[src/rtl/neuron_dot_product_seq_pkg.sv]
// Shared definitions for the sequential neuron dot-product block.
// Contents: geometry/format parameters, FSM state encoding, saturation
// result type and the saturate() helper used by the datapath.
package neuron_dot_product_seq_pkg;

  localparam int N_IN      = 28;
  localparam int ADDR_W    = 5;
  localparam int DATA_W    = 16;
  localparam int FRAC_BITS = 8;
  localparam int ACC_W     = 40;

  localparam logic [1:0] ST_IDLE   = 2'd0;
  localparam logic [1:0] ST_FETCH  = 2'd1;
  localparam logic [1:0] ST_FINISH = 2'd2;

  // Largest / smallest DATA_W values, sign-extended to accumulator width.
  localparam logic signed [ACC_W-1:0] SAT_MAX =
    {{(ACC_W-DATA_W+1){1'b0}}, {(DATA_W-1){1'b1}}};
  localparam logic signed [ACC_W-1:0] SAT_MIN =
    {{(ACC_W-DATA_W+1){1'b1}}, {(DATA_W-1){1'b0}}};

  typedef struct packed {
    logic              sat;
    logic [DATA_W-1:0] y;
  } sat_res_t;

  // Clamp a wide signed value into DATA_W, flagging when clamping occurred.
  function automatic sat_res_t saturate(input logic signed [ACC_W-1:0] v);
    sat_res_t res;
    if (v > SAT_MAX) begin
      res.sat = 1'b1;
      res.y   = SAT_MAX[DATA_W-1:0];
    end else if (v < SAT_MIN) begin
      res.sat = 1'b1;
      res.y   = SAT_MIN[DATA_W-1:0];
    end else begin
      res.sat = 1'b0;
      res.y   = v[DATA_W-1:0];
    end
    return res;
  endfunction

endpackage

[src/rtl/neuron_dot_product_seq_if.sv]
// Bus bundle between the neuron and its environment: start/bias control,
// the weight BRAM and activation buffer read ports, and the result.
// Modports: slave = neuron, master = environment (memories + controller).
interface neuron_dot_product_seq_if;
  import neuron_dot_product_seq_pkg::*;

  logic              START;
  logic [DATA_W-1:0] BIAS;
  logic [ADDR_W-1:0] W_ADDR;
  logic              W_EN;
  logic              W_WE;
  logic [DATA_W-1:0] W_DO;
  logic [ADDR_W-1:0] X_ADDR;
  logic              X_EN;
  logic [DATA_W-1:0] X_DO;
  logic              BUSY;
  logic              DONE;
  logic [DATA_W-1:0] Y;
  logic              SAT;

  modport slave (
    input  START, BIAS, W_DO, X_DO,
    output W_ADDR, W_EN, W_WE, X_ADDR, X_EN, BUSY, DONE, Y, SAT
  );

  modport master (
    output START, BIAS, W_DO, X_DO,
    input  W_ADDR, W_EN, W_WE, X_ADDR, X_EN, BUSY, DONE, Y, SAT
  );
endinterface

[src/rtl/neuron_dot_product_seq_mac_dp.sv]
// neuron_mac_dp: signed MAC datapath of the neuron.
// Ports: clk, rst_n (async active-low); load_i/bias_i preload the
// accumulator with the bias; acc_en_i adds w_i*x_i; fin_i rescales,
// saturates (optionally ReLUs) and registers the result on y_o/sat_o.
// Optional feature macro: NEURON_RELU_EN (negative results forced to 0).
module neuron_mac_dp
  import neuron_dot_product_seq_pkg::*;
(
  input  logic              clk,
  input  logic              rst_n,
  input  logic              load_i,
  input  logic [DATA_W-1:0] bias_i,
  input  logic              acc_en_i,
  input  logic              fin_i,
  input  logic [DATA_W-1:0] w_i,
  input  logic [DATA_W-1:0] x_i,
  output logic [DATA_W-1:0] y_o,
  output logic              sat_o
);

  logic signed [ACC_W-1:0]    acc_q, acc_d;
  logic        [DATA_W-1:0]   y_q, y_d;
  logic                       sat_q, sat_d;
  logic signed [2*DATA_W-1:0] w_ext_s, x_ext_s, prod_s;
  logic signed [ACC_W-1:0]    prod_ext_s, shr_s;
  sat_res_t                   sat_res_s;
  logic        [DATA_W-1:0]   y_post_s;

  // Operands widened first so the product is computed at full width.
  assign w_ext_s    = {{DATA_W{w_i[DATA_W-1]}}, w_i};
  assign x_ext_s    = {{DATA_W{x_i[DATA_W-1]}}, x_i};
  assign prod_s     = w_ext_s * x_ext_s;
  assign prod_ext_s = {{(ACC_W-2*DATA_W){prod_s[2*DATA_W-1]}}, prod_s};
  // Arithmetic shift: truncation toward -inf.
  assign shr_s      = acc_q >>> FRAC_BITS;
  assign sat_res_s  = saturate(shr_s);

  // Accumulator and result next-state logic.
  always_comb begin
    acc_d = acc_q;
    y_d   = y_q;
    sat_d = sat_q;
    // Bias is aligned to the product's 2*FRAC_BITS fractional point.
    if (load_i) begin
      acc_d = {{(ACC_W-DATA_W-FRAC_BITS){bias_i[DATA_W-1]}}, bias_i, {FRAC_BITS{1'b0}}};
    end else if (acc_en_i) begin
      acc_d = acc_q + prod_ext_s;
    end else begin
      acc_d = acc_q;
    end
`ifdef NEURON_RELU_EN
    if (sat_res_s.y[DATA_W-1]) begin
      y_post_s = {DATA_W{1'b0}};
    end else begin
      y_post_s = sat_res_s.y;
    end
`else
    y_post_s = sat_res_s.y;
`endif
    // SAT reflects clamping before any ReLU.
    if (fin_i) begin
      y_d   = y_post_s;
      sat_d = sat_res_s.sat;
    end else begin
      y_d   = y_q;
      sat_d = sat_q;
    end
  end

  // Datapath registers.
  always_ff @(posedge clk or negedge rst_n) begin
    if (!rst_n) begin
      acc_q <= {ACC_W{1'b0}};
      y_q   <= {DATA_W{1'b0}};
      sat_q <= 1'b0;
    end else begin
      acc_q <= acc_d;
      y_q   <= y_d;
      sat_q <= sat_d;
    end
  end

  assign y_o   = y_q;
  assign sat_o = sat_q;

endmodule

[src/rtl/neuron_dot_product_seq.sv]
// neuron_dot_product_seq: sequential signed fixed-point dot product of one
// neuron (weights x activations + bias), rescaled and saturated.
// Ports: CLK, RST_N (async active-low), bus (slave modport): START/BIAS
// in, weight/activation read ports (1-cycle latency, falling-edge read),
// BUSY/DONE status and Y/SAT result.
// Optional feature macro: NEURON_RELU_EN (see neuron_mac_dp).
module neuron_dot_product_seq
  import neuron_dot_product_seq_pkg::*;
(
  input  logic                         CLK,
  input  logic                         RST_N,
  neuron_dot_product_seq_if.slave      bus
);

  localparam logic [ADDR_W-1:0] LAST_ADDR = ADDR_W'(N_IN - 1);

  logic [1:0]        state_q, state_d;
  logic [ADDR_W-1:0] addr_q, addr_d;
  logic              en_q, en_d;
  logic              vld_q, vld_d;
  logic              busy_q, busy_d;
  logic              done_q, done_d;
  logic              load_s, acc_en_s, fin_s;

  assign load_s   = (state_q == ST_IDLE) && bus.START;
  // vld_q marks that the address issued on the previous edge returns data now.
  assign acc_en_s = (state_q == ST_FETCH) && vld_q;
  assign fin_s    = (state_q == ST_FINISH);

  // FSM and address counter next-state logic.
  always_comb begin
    state_d = state_q;
    addr_d  = addr_q;
    en_d    = en_q;
    vld_d   = vld_q;
    busy_d  = busy_q;
    done_d  = 1'b0;
    case (state_q)
      ST_IDLE: begin
        if (bus.START) begin
          state_d = ST_FETCH;
          addr_d  = {ADDR_W{1'b0}};
          en_d    = 1'b1;
          vld_d   = 1'b1;
          busy_d  = 1'b1;
        end else begin
          state_d = ST_IDLE;
        end
      end
      ST_FETCH: begin
        // Address holds at the last entry once the sweep ends.
        if (addr_q == LAST_ADDR) begin
          en_d    = 1'b0;
          vld_d   = 1'b0;
          state_d = ST_FINISH;
        end else begin
          addr_d  = addr_q + ADDR_W'(1);
        end
      end
      ST_FINISH: begin
        done_d  = 1'b1;
        busy_d  = 1'b0;
        state_d = ST_IDLE;
      end
      default: begin
        state_d = ST_IDLE;
        en_d    = 1'b0;
        vld_d   = 1'b0;
        busy_d  = 1'b0;
      end
    endcase
  end

  // Control registers.
  always_ff @(posedge CLK or negedge RST_N) begin
    if (!RST_N) begin
      state_q <= ST_IDLE;
      addr_q  <= {ADDR_W{1'b0}};
      en_q    <= 1'b0;
      vld_q   <= 1'b0;
      busy_q  <= 1'b0;
      done_q  <= 1'b0;
    end else begin
      state_q <= state_d;
      addr_q  <= addr_d;
      en_q    <= en_d;
      vld_q   <= vld_d;
      busy_q  <= busy_d;
      done_q  <= done_d;
    end
  end

  neuron_mac_dp u_mac_dp (
    .clk      (CLK),
    .rst_n    (RST_N),
    .load_i   (load_s),
    .bias_i   (bus.BIAS),
    .acc_en_i (acc_en_s),
    .fin_i    (fin_s),
    .w_i      (bus.W_DO),
    .x_i      (bus.X_DO),
    .y_o      (bus.Y),
    .sat_o    (bus.SAT)
  );

  // Weight and activation buffers are swept in lockstep.
  assign bus.W_ADDR = addr_q;
  assign bus.W_EN   = en_q;
  assign bus.W_WE   = 1'b0;
  assign bus.X_ADDR = addr_q;
  assign bus.X_EN   = en_q;
  assign bus.BUSY   = busy_q;
  assign bus.DONE   = done_q;

endmodule

[src/flat_wrapper.sv]
// flat-port wrapper written by rule: the top's interface ports become plain ports
module neuron_dot_product_seq_flat import neuron_dot_product_seq_pkg::*;
  (CLK, RST_N, bus_START, bus_BIAS, bus_W_DO, bus_X_DO, bus_W_ADDR, bus_W_EN, bus_W_WE, bus_X_ADDR, bus_X_EN, bus_BUSY, bus_DONE, bus_Y, bus_SAT);
  neuron_dot_product_seq_if bus_i ();
  input  logic CLK;
  input  logic RST_N;
  input wire logic [$bits(bus_i.START)-1:0] bus_START;
  input wire logic [$bits(bus_i.BIAS)-1:0] bus_BIAS;
  input wire logic [$bits(bus_i.W_DO)-1:0] bus_W_DO;
  input wire logic [$bits(bus_i.X_DO)-1:0] bus_X_DO;
  output wire logic [$bits(bus_i.W_ADDR)-1:0] bus_W_ADDR;
  output wire logic [$bits(bus_i.W_EN)-1:0] bus_W_EN;
  output wire logic [$bits(bus_i.W_WE)-1:0] bus_W_WE;
  output wire logic [$bits(bus_i.X_ADDR)-1:0] bus_X_ADDR;
  output wire logic [$bits(bus_i.X_EN)-1:0] bus_X_EN;
  output wire logic [$bits(bus_i.BUSY)-1:0] bus_BUSY;
  output wire logic [$bits(bus_i.DONE)-1:0] bus_DONE;
  output wire logic [$bits(bus_i.Y)-1:0] bus_Y;
  output wire logic [$bits(bus_i.SAT)-1:0] bus_SAT;
  assign bus_i.START = bus_START;
  assign bus_i.BIAS = bus_BIAS;
  assign bus_i.W_DO = bus_W_DO;
  assign bus_i.X_DO = bus_X_DO;
  assign bus_W_ADDR = bus_i.W_ADDR;
  assign bus_W_EN = bus_i.W_EN;
  assign bus_W_WE = bus_i.W_WE;
  assign bus_X_ADDR = bus_i.X_ADDR;
  assign bus_X_EN = bus_i.X_EN;
  assign bus_BUSY = bus_i.BUSY;
  assign bus_DONE = bus_i.DONE;
  assign bus_Y = bus_i.Y;
  assign bus_SAT = bus_i.SAT;
  neuron_dot_product_seq u_core (.CLK(CLK), .RST_N(RST_N), .bus(bus_i));
endmodule
[config.mk]
export PLATFORM = sky130hd
export DESIGN_NAME = neuron_dot_product_seq_flat
export DESIGN_NICKNAME = d
export VERILOG_FILES = /design/src/rtl/neuron_dot_product_seq_pkg.sv /design/src/rtl/neuron_dot_product_seq_if.sv /design/src/rtl/neuron_dot_product_seq_mac_dp.sv /design/src/rtl/neuron_dot_product_seq.sv /design/src/flat_wrapper.sv
export SDC_FILE = /design/constraint.sdc
export NUM_CORES = 1
export LEC_CHECK = 0
export CORE_MARGIN = 3
export CORE_UTILIZATION = 55
export DETAILED_ROUTE_END_ITERATION = 8
export PLACE_DENSITY_LB_ADDON = 0.12
export SYNTH_ARGS = -nofsm -noshare
export SYNTH_HDL_FRONTEND = slang
export SYNTH_SLANG_ARGS = --single-unit
[constraint.sdc]
create_clock -name CLK -period 7.7 [get_ports CLK]
set_clock_uncertainty 0.15 [all_clocks]
set_input_delay 1.925 -clock CLK [delete_from_list [all_inputs] [get_ports CLK]]
set_output_delay 1.925 -clock CLK [all_outputs]
set_load 0.05 [all_outputs]
Yosys cells after proc, flatten, opt, wreduce, memory -nomap -nowiden
Index checks and enable logic that the tools add are counted.
{"block": "word_totals", "register_bits": 67, "latch_bits": 0, "ram_bits": 0, "romBits": 0, "output_inout_bits": 32, "wordCells": 44, "mem_count": 0}
{"block": "op_classes", "n_addsub": 2, "mul": 1, "div": 0, "order_cmp": 2, "n_eq_ne": 6, "shift": 0, "mux": 15, "n_bitwise": 2, "n_reduce_logical": 8}
{"op": "two-way mux 40 bit", "n": 2}
{"op": "adder 40 x 32 -> 40 bit", "n": 1}
{"op": "two-way mux 17 bit", "n": 2}
{"op": "> comparator 32 x 16 -> 1 bit (second input constant)", "n": 1}
{"op": "< comparator 32 x 16 -> 1 bit (second input constant)", "n": 1}
{"op": "multiplier 16 x 16 -> 32 bit", "n": 1}
{"op": "two-way mux 5 bit", "n": 2}
{"op": "case mux 5 bit (2 select lines)", "n": 1}
{"op": "!= test 2 bit (second input constant)", "n": 3}
{"op": "AND reduction 3 bit", "n": 2}
{"op": "adder 5 x 1 -> 5 bit (second input constant)", "n": 1}
{"op": "equality test 5 bit (second input constant)", "n": 1}
{"op": "two-way mux 1 bit", "n": 4}
{"op": "case mux 2 bit (2 select lines)", "n": 1}
{"op": "nonzero test 2 bit", "n": 2}
{"op": "case mux 1 bit (3 select lines)", "n": 1}
{"op": "equality test 2 x 1 -> 1 bit (second input constant)", "n": 1}
{"op": "equality test 2 bit (second input constant)", "n": 1}
{"op": "logical AND 1 bit", "n": 2}
{"op": "zero test 2 bit", "n": 1}
{"op": "two-way mux 2 bit", "n": 1}
{"op": "inverter 1 bit", "n": 2}
{"op": "case mux 1 bit (2 select lines)", "n": 1}
{"op": "AND reduction 2 bit", "n": 1}

Longest topological paths before layout
{"block": "depth", "ltp_word": 4, "mapped_depth": 24, "depth_no_buf": 24}

Modules after synthesis
A second synthesis with hierarchy kept.
{"block": "unflattened", "hier_cells": 1665, "area_unflattened_um2": 15549.9}
{"mod": "neuron_mac_dp", "instances": 1, "cells_each": 1615, "area_each_um2": 15024.4, "seq_area_each_um2": 1426.4}
{"mod": "neuron_dot_product_seq", "instances": 1, "cells_each": 50, "area_each_um2": 525.5, "seq_area_each_um2": 250.2}

Worst setup path after synthesis
No wires, ideal clock.
{"block": "synth_timing", "kind": "input-to-reg", "startpoint": "input bus_W_DO[15]", "endpoint": "register u_core.u_mac_dp.acc_q[39]", "arrival_time_ns": 7.751, "path_slack_ns": -0.330, "cell_stages": 23, "path_buffers": 1, "cell_sequence": "clkbuf_1 nand2_1 inv_1 fa_1 fa_1 inv_1 fa_1 inv_1 fa_1 fa_1 inv_1 fa_1 inv_1 ha_1 a21o_1 a21o_1 a21o_1 or2b_1 a311oi_2 o21ai_1 a31oi_1 xnor2_1 o21ai_1"}
{"block": "synth_between", "elab_chain_len": 4}
{"element": "start, declared", "line": "flat_wrapper.sv:9", "text": "input wire logic [$bits(bus_i.W_DO)-1:0] bus_W_DO;"}
{"element": "multiplier 16 x 16 -> 32 bit", "line": "neuron_dot_product_seq_mac_dp.sv:32", "text": "assign prod_s = w_ext_s * x_ext_s;"}
{"element": "adder 40 x 32 -> 40 bit", "line": "neuron_dot_product_seq_mac_dp.sv:47", "text": "acc_d = acc_q + prod_ext_s;"}
{"element": "two-way mux 40 bit", "line": "neuron_dot_product_seq_mac_dp.sv:46", "text": "end else if (acc_en_i) begin"}
{"element": "two-way mux 40 bit", "line": "neuron_dot_product_seq_mac_dp.sv:44", "text": "if (load_i) begin"}
{"element": "end signal, assigned", "line": "neuron_dot_product_seq_mac_dp.sv:73", "text": "acc_q <= {ACC_W{1'b0}};"}
{"element": "end, declared", "line": "neuron_dot_product_seq_mac_dp.sv:21", "text": "logic signed [ACC_W-1:0] acc_q, acc_d;"}
Every way passes these cells. The select of a mux whose other input is x is not followed.
A chain may end at the register's enable or synchronous reset.

Worst setup path in the final report
Same ends and word-level chain as after synthesis.

==> flow_metrics.env <==
export IMPL_status="finished, final reports clean"
export IMPL_netlist_instances=1654
export IMPL_cp_required_ns=7.74
export IMPL_timing_final_crit_share_pct=98.44
export IMPL_multiInputGateArea_um2=12480
export IMPL_synth_edff_count=0
export IMPL_ys_flop_type="dfrtp_1"
export IMPL_worst_setup_path_start_kind="primary input"
export IMPL_row_count=60
export IMPL_fmaxAchievable_mhz=131.9
export IMPL_hold_path_depth=2
export IMPL_die_h_um=172.3
export IMPL_drc=0
export IMPL_vias=12309
export IMPL_cts_root_buf="clkbuf_16"
export IMPL_r2r_end="u_core.u_mac_dp.acc_q[37]"
export IMPL_initial_core_util_pct=56.26
export IMPL_core_um2=27030
export IMPL_worstRegToRegCells=20
export IMPL_hold_violations=0
export IMPL_cts_max_level=3
export IMPL_final_cell_mix="inv_1, fa_1, buf_4"
export IMPL_syn_area_um2=15210
export IMPL_synthesis_nets=2151
export IMPL_clk_pin_slew_ns=0.05
export IMPL_io_buffers=81
export IMPL_setup_viol=0
export IMPL_grt_setup_unrepaired="yes"
export IMPL_yosysWarnings=0
export IMPL_cts_tree="done"
export IMPL_nets=2466
export IMPL_grt_overflow_total=0
export IMPL_maxCapViolCount=0
export IMPL_hold_start="u_core.u_mac_dp.y_o[1]"
export IMPL_initialDrtViolationCount=668
export IMPL_tightest_slew_ns=0.9597
export IMPL_numClockSinks=67
export IMPL_slew_headroom_pct=35.74
export IMPL_routed_wl_mm=40.70
export IMPL_wire_per_inst_um=17.59
export IMPL_worstPathArrival_ns=7.62
export IMPL_r2r_start="u_core.u_mac_dp.acc_q[15]"
export IMPL_seq_area_um2=1677
export IMPL_clock_latency_ns=0.33
export IMPL_n_antenna_cell=0
export IMPL_period_minus_slack_ns=7.580
export IMPL_ys_seq_area_share_pct=11.03
export IMPL_die_w_um=172.3
export IMPL_drive_above_1_share_pct=24.58
export IMPL_grt_max_degree=68
export IMPL_path_class="primary input to flip-flop"
export IMPL_crit_path_max_fanout=8
export IMPL_syn_avg_cell_area_um2=9.193
export IMPL_grt_pass1_wl_mm=66.83
export IMPL_antenna_left=0
export IMPL_yosys_top_cells_area="fa_1, dfrtp_1, inv_1, ha_1, nand2_1"
export IMPL_viasPerCell=5.319
export IMPL_final_common_cell="inv_1"
export IMPL_numCtsBuffers=9
export IMPL_ys_async_sr_fraction_pct=100.0
export IMPL_synth_top_area_cell="fa_1"
export IMPL_grt_pass1_vias=12917
export IMPL_die_area_um2=29680
export IMPL_crit_path_end_kind="flip-flop"
export IMPL_fillers=1953
export IMPL_worst_hold_path_endpoint="u_core.u_mac_dp.y_o[1]"
export IMPL_hpwl_mm=32.90
export IMPL_antenna_found_initial=0
export IMPL_ctsLongestPathBuffers=2
export IMPL_slew_violations=0
export IMPL_yosysUniqueCellTypes=58
export IMPL_drt_pass1_iterations=5
export IMPL_area_delta_synth_final_pct=29.79
export IMPL_num_io_pins=83
export IMPL_reg2reg_slack_ns=2.33
export IMPL_gp_congestion=0.9054
export IMPL_synth_seq_cells=67
export IMPL_synth_top_area_share_pct=43.45
export IMPL_worst_hold_path_type="flip-flop to flip-flop"
export IMPL_grt_total_usage_pct=28.61
export IMPL_fin_setup_tns_ns=0
## state kept, by name, summed over array words and instances (netlist names)
name                   cells
u_core.bus.BUSY            1
u_core.bus.DONE            1
u_core.bus.W_ADDR          5
u_core.bus.W_EN            1
u_core.state_q             2
u_core.u_mac_dp.acc_q     40
u_core.u_mac_dp.sat_o      1
u_core.u_mac_dp.y_o       16
## worst max-delay path: stages
cell and delay [ns]:
buf_8 0.10, buf_8 0.13, buf_12 0.13, nand2_8 0.06
inv_4 0.03, fa_2 0.50, fa_1 0.61, inv_4 0.08
buf_4 0.14, fa_1 0.47, inv_1 0.05, fa_1 0.48
fa_1 0.50, inv_1 0.05, fa_1 0.47, inv_1 0.06
ha_4 0.22, nand3_1 0.08, o211ai_1 0.13, o41ai_2 0.26
or2b_1 0.30, a311oi_4 0.36, o21ai_1 0.10, a31oi_1 0.17
xnor2_1 0.14, o21ai_1 0.07
## worst max path at each step
stage	endpoint	start
after CTS	u_core.u_mac_dp.acc_q[39]	bus_X_DO[12]
after floorplan	u_core.u_mac_dp.acc_q[39]	bus_X_DO[10]
final	u_core.u_mac_dp.acc_q[39]	bus_W_DO[15]
after global placement	u_core.u_mac_dp.acc_q[39]	bus_X_DO[5]
after global routing	u_core.u_mac_dp.acc_q[39]	bus_X_DO[15]
after detailed placement	u_core.u_mac_dp.acc_q[36]	bus_W_DO[6]
## routing by layer
layer | wire length [um] | vias to the layer above | track usage (%)
met1 | 17710 | 6220 | 42.06
met2 | 19880 | 400 | 47.12
met4 | 841 | 0 | 5.033
met5 | 0 | - | 0
met3 | 2272 | 73 | 3.269
li1 | - | 5616 | -
## final cells by class
class / count / area share (%)
clock buffer: 11 / 1.230
clock inverter: 4 / 0.2599
inverter: 415 / 7.918
multi-input combinational: 1108 / 63.22
sequential: 67 / 8.495
tap: 341 / 2.162
timing repair buffer: 368 / 16.71
## metrics by stage
stage / util (%) / area (um^2) / std cells / hold WS [ns] / setup WS (ns)
final: 73.03 / 19740 / 2314 / 0.3287 / 0.1203
after floorplan: - / 15230 / 1654 / 0.3063 / 0.01032
after detailed placement: 66.38 / 17940 / 2230 / 0.3253 / -0.8011
after global routing: 73.03 / 19740 / 2314 / 0.3551 / -0.1231
after global placement: 66.38 / 17940 / 2230 / 0.3146 / -0.7699
after CTS: 70.90 / 19160 / 2290 / 0.3373 / 0.00003464
## cells by family (layout without fill, tap and decap cells)
group | after synthesis | in the layout | synth area share (%)
multiplexers | 4 | 4 | 0.2798
flip-flops | 67 | 67 | 11.03
buffers and inverters | 479 | 798 | 12.01
XOR/XNOR | 44 | 44 | 2.534
adder cells (fa/ha/maj) | 446 | 446 | 52.99
other | 1 | 1 | 0.02466
AND/OR/NAND/NOR | 397 | 397 | 12.38
AO/OA/AOI/OAI | 216 | 216 | 8.755
## Yosys cell counts (all sizes together), types with 8 or more instances
library cell,instances
xor2,19
o21ai,79
ha,116
xnor2,25
dfrtp,67
a21o,10
a21oi,62
fa,330
inv,415
nand2,192
buf,12
a211oi,8
nand4,9
clkbuf,52
nand3,8
nor2,46
and2,115
## what timing repair did
action,4_1_cts,5_1_grt
hold buffers,0,0
gates resized for setup,161,161
setup buffers,42,22
cloned,3,3
endpoints found under the setup margin,23,23
pin swaps,79,81
Power is not shown: default switching activity piles up to over one toggle a cycle in this logic, so the estimate is an artifact.
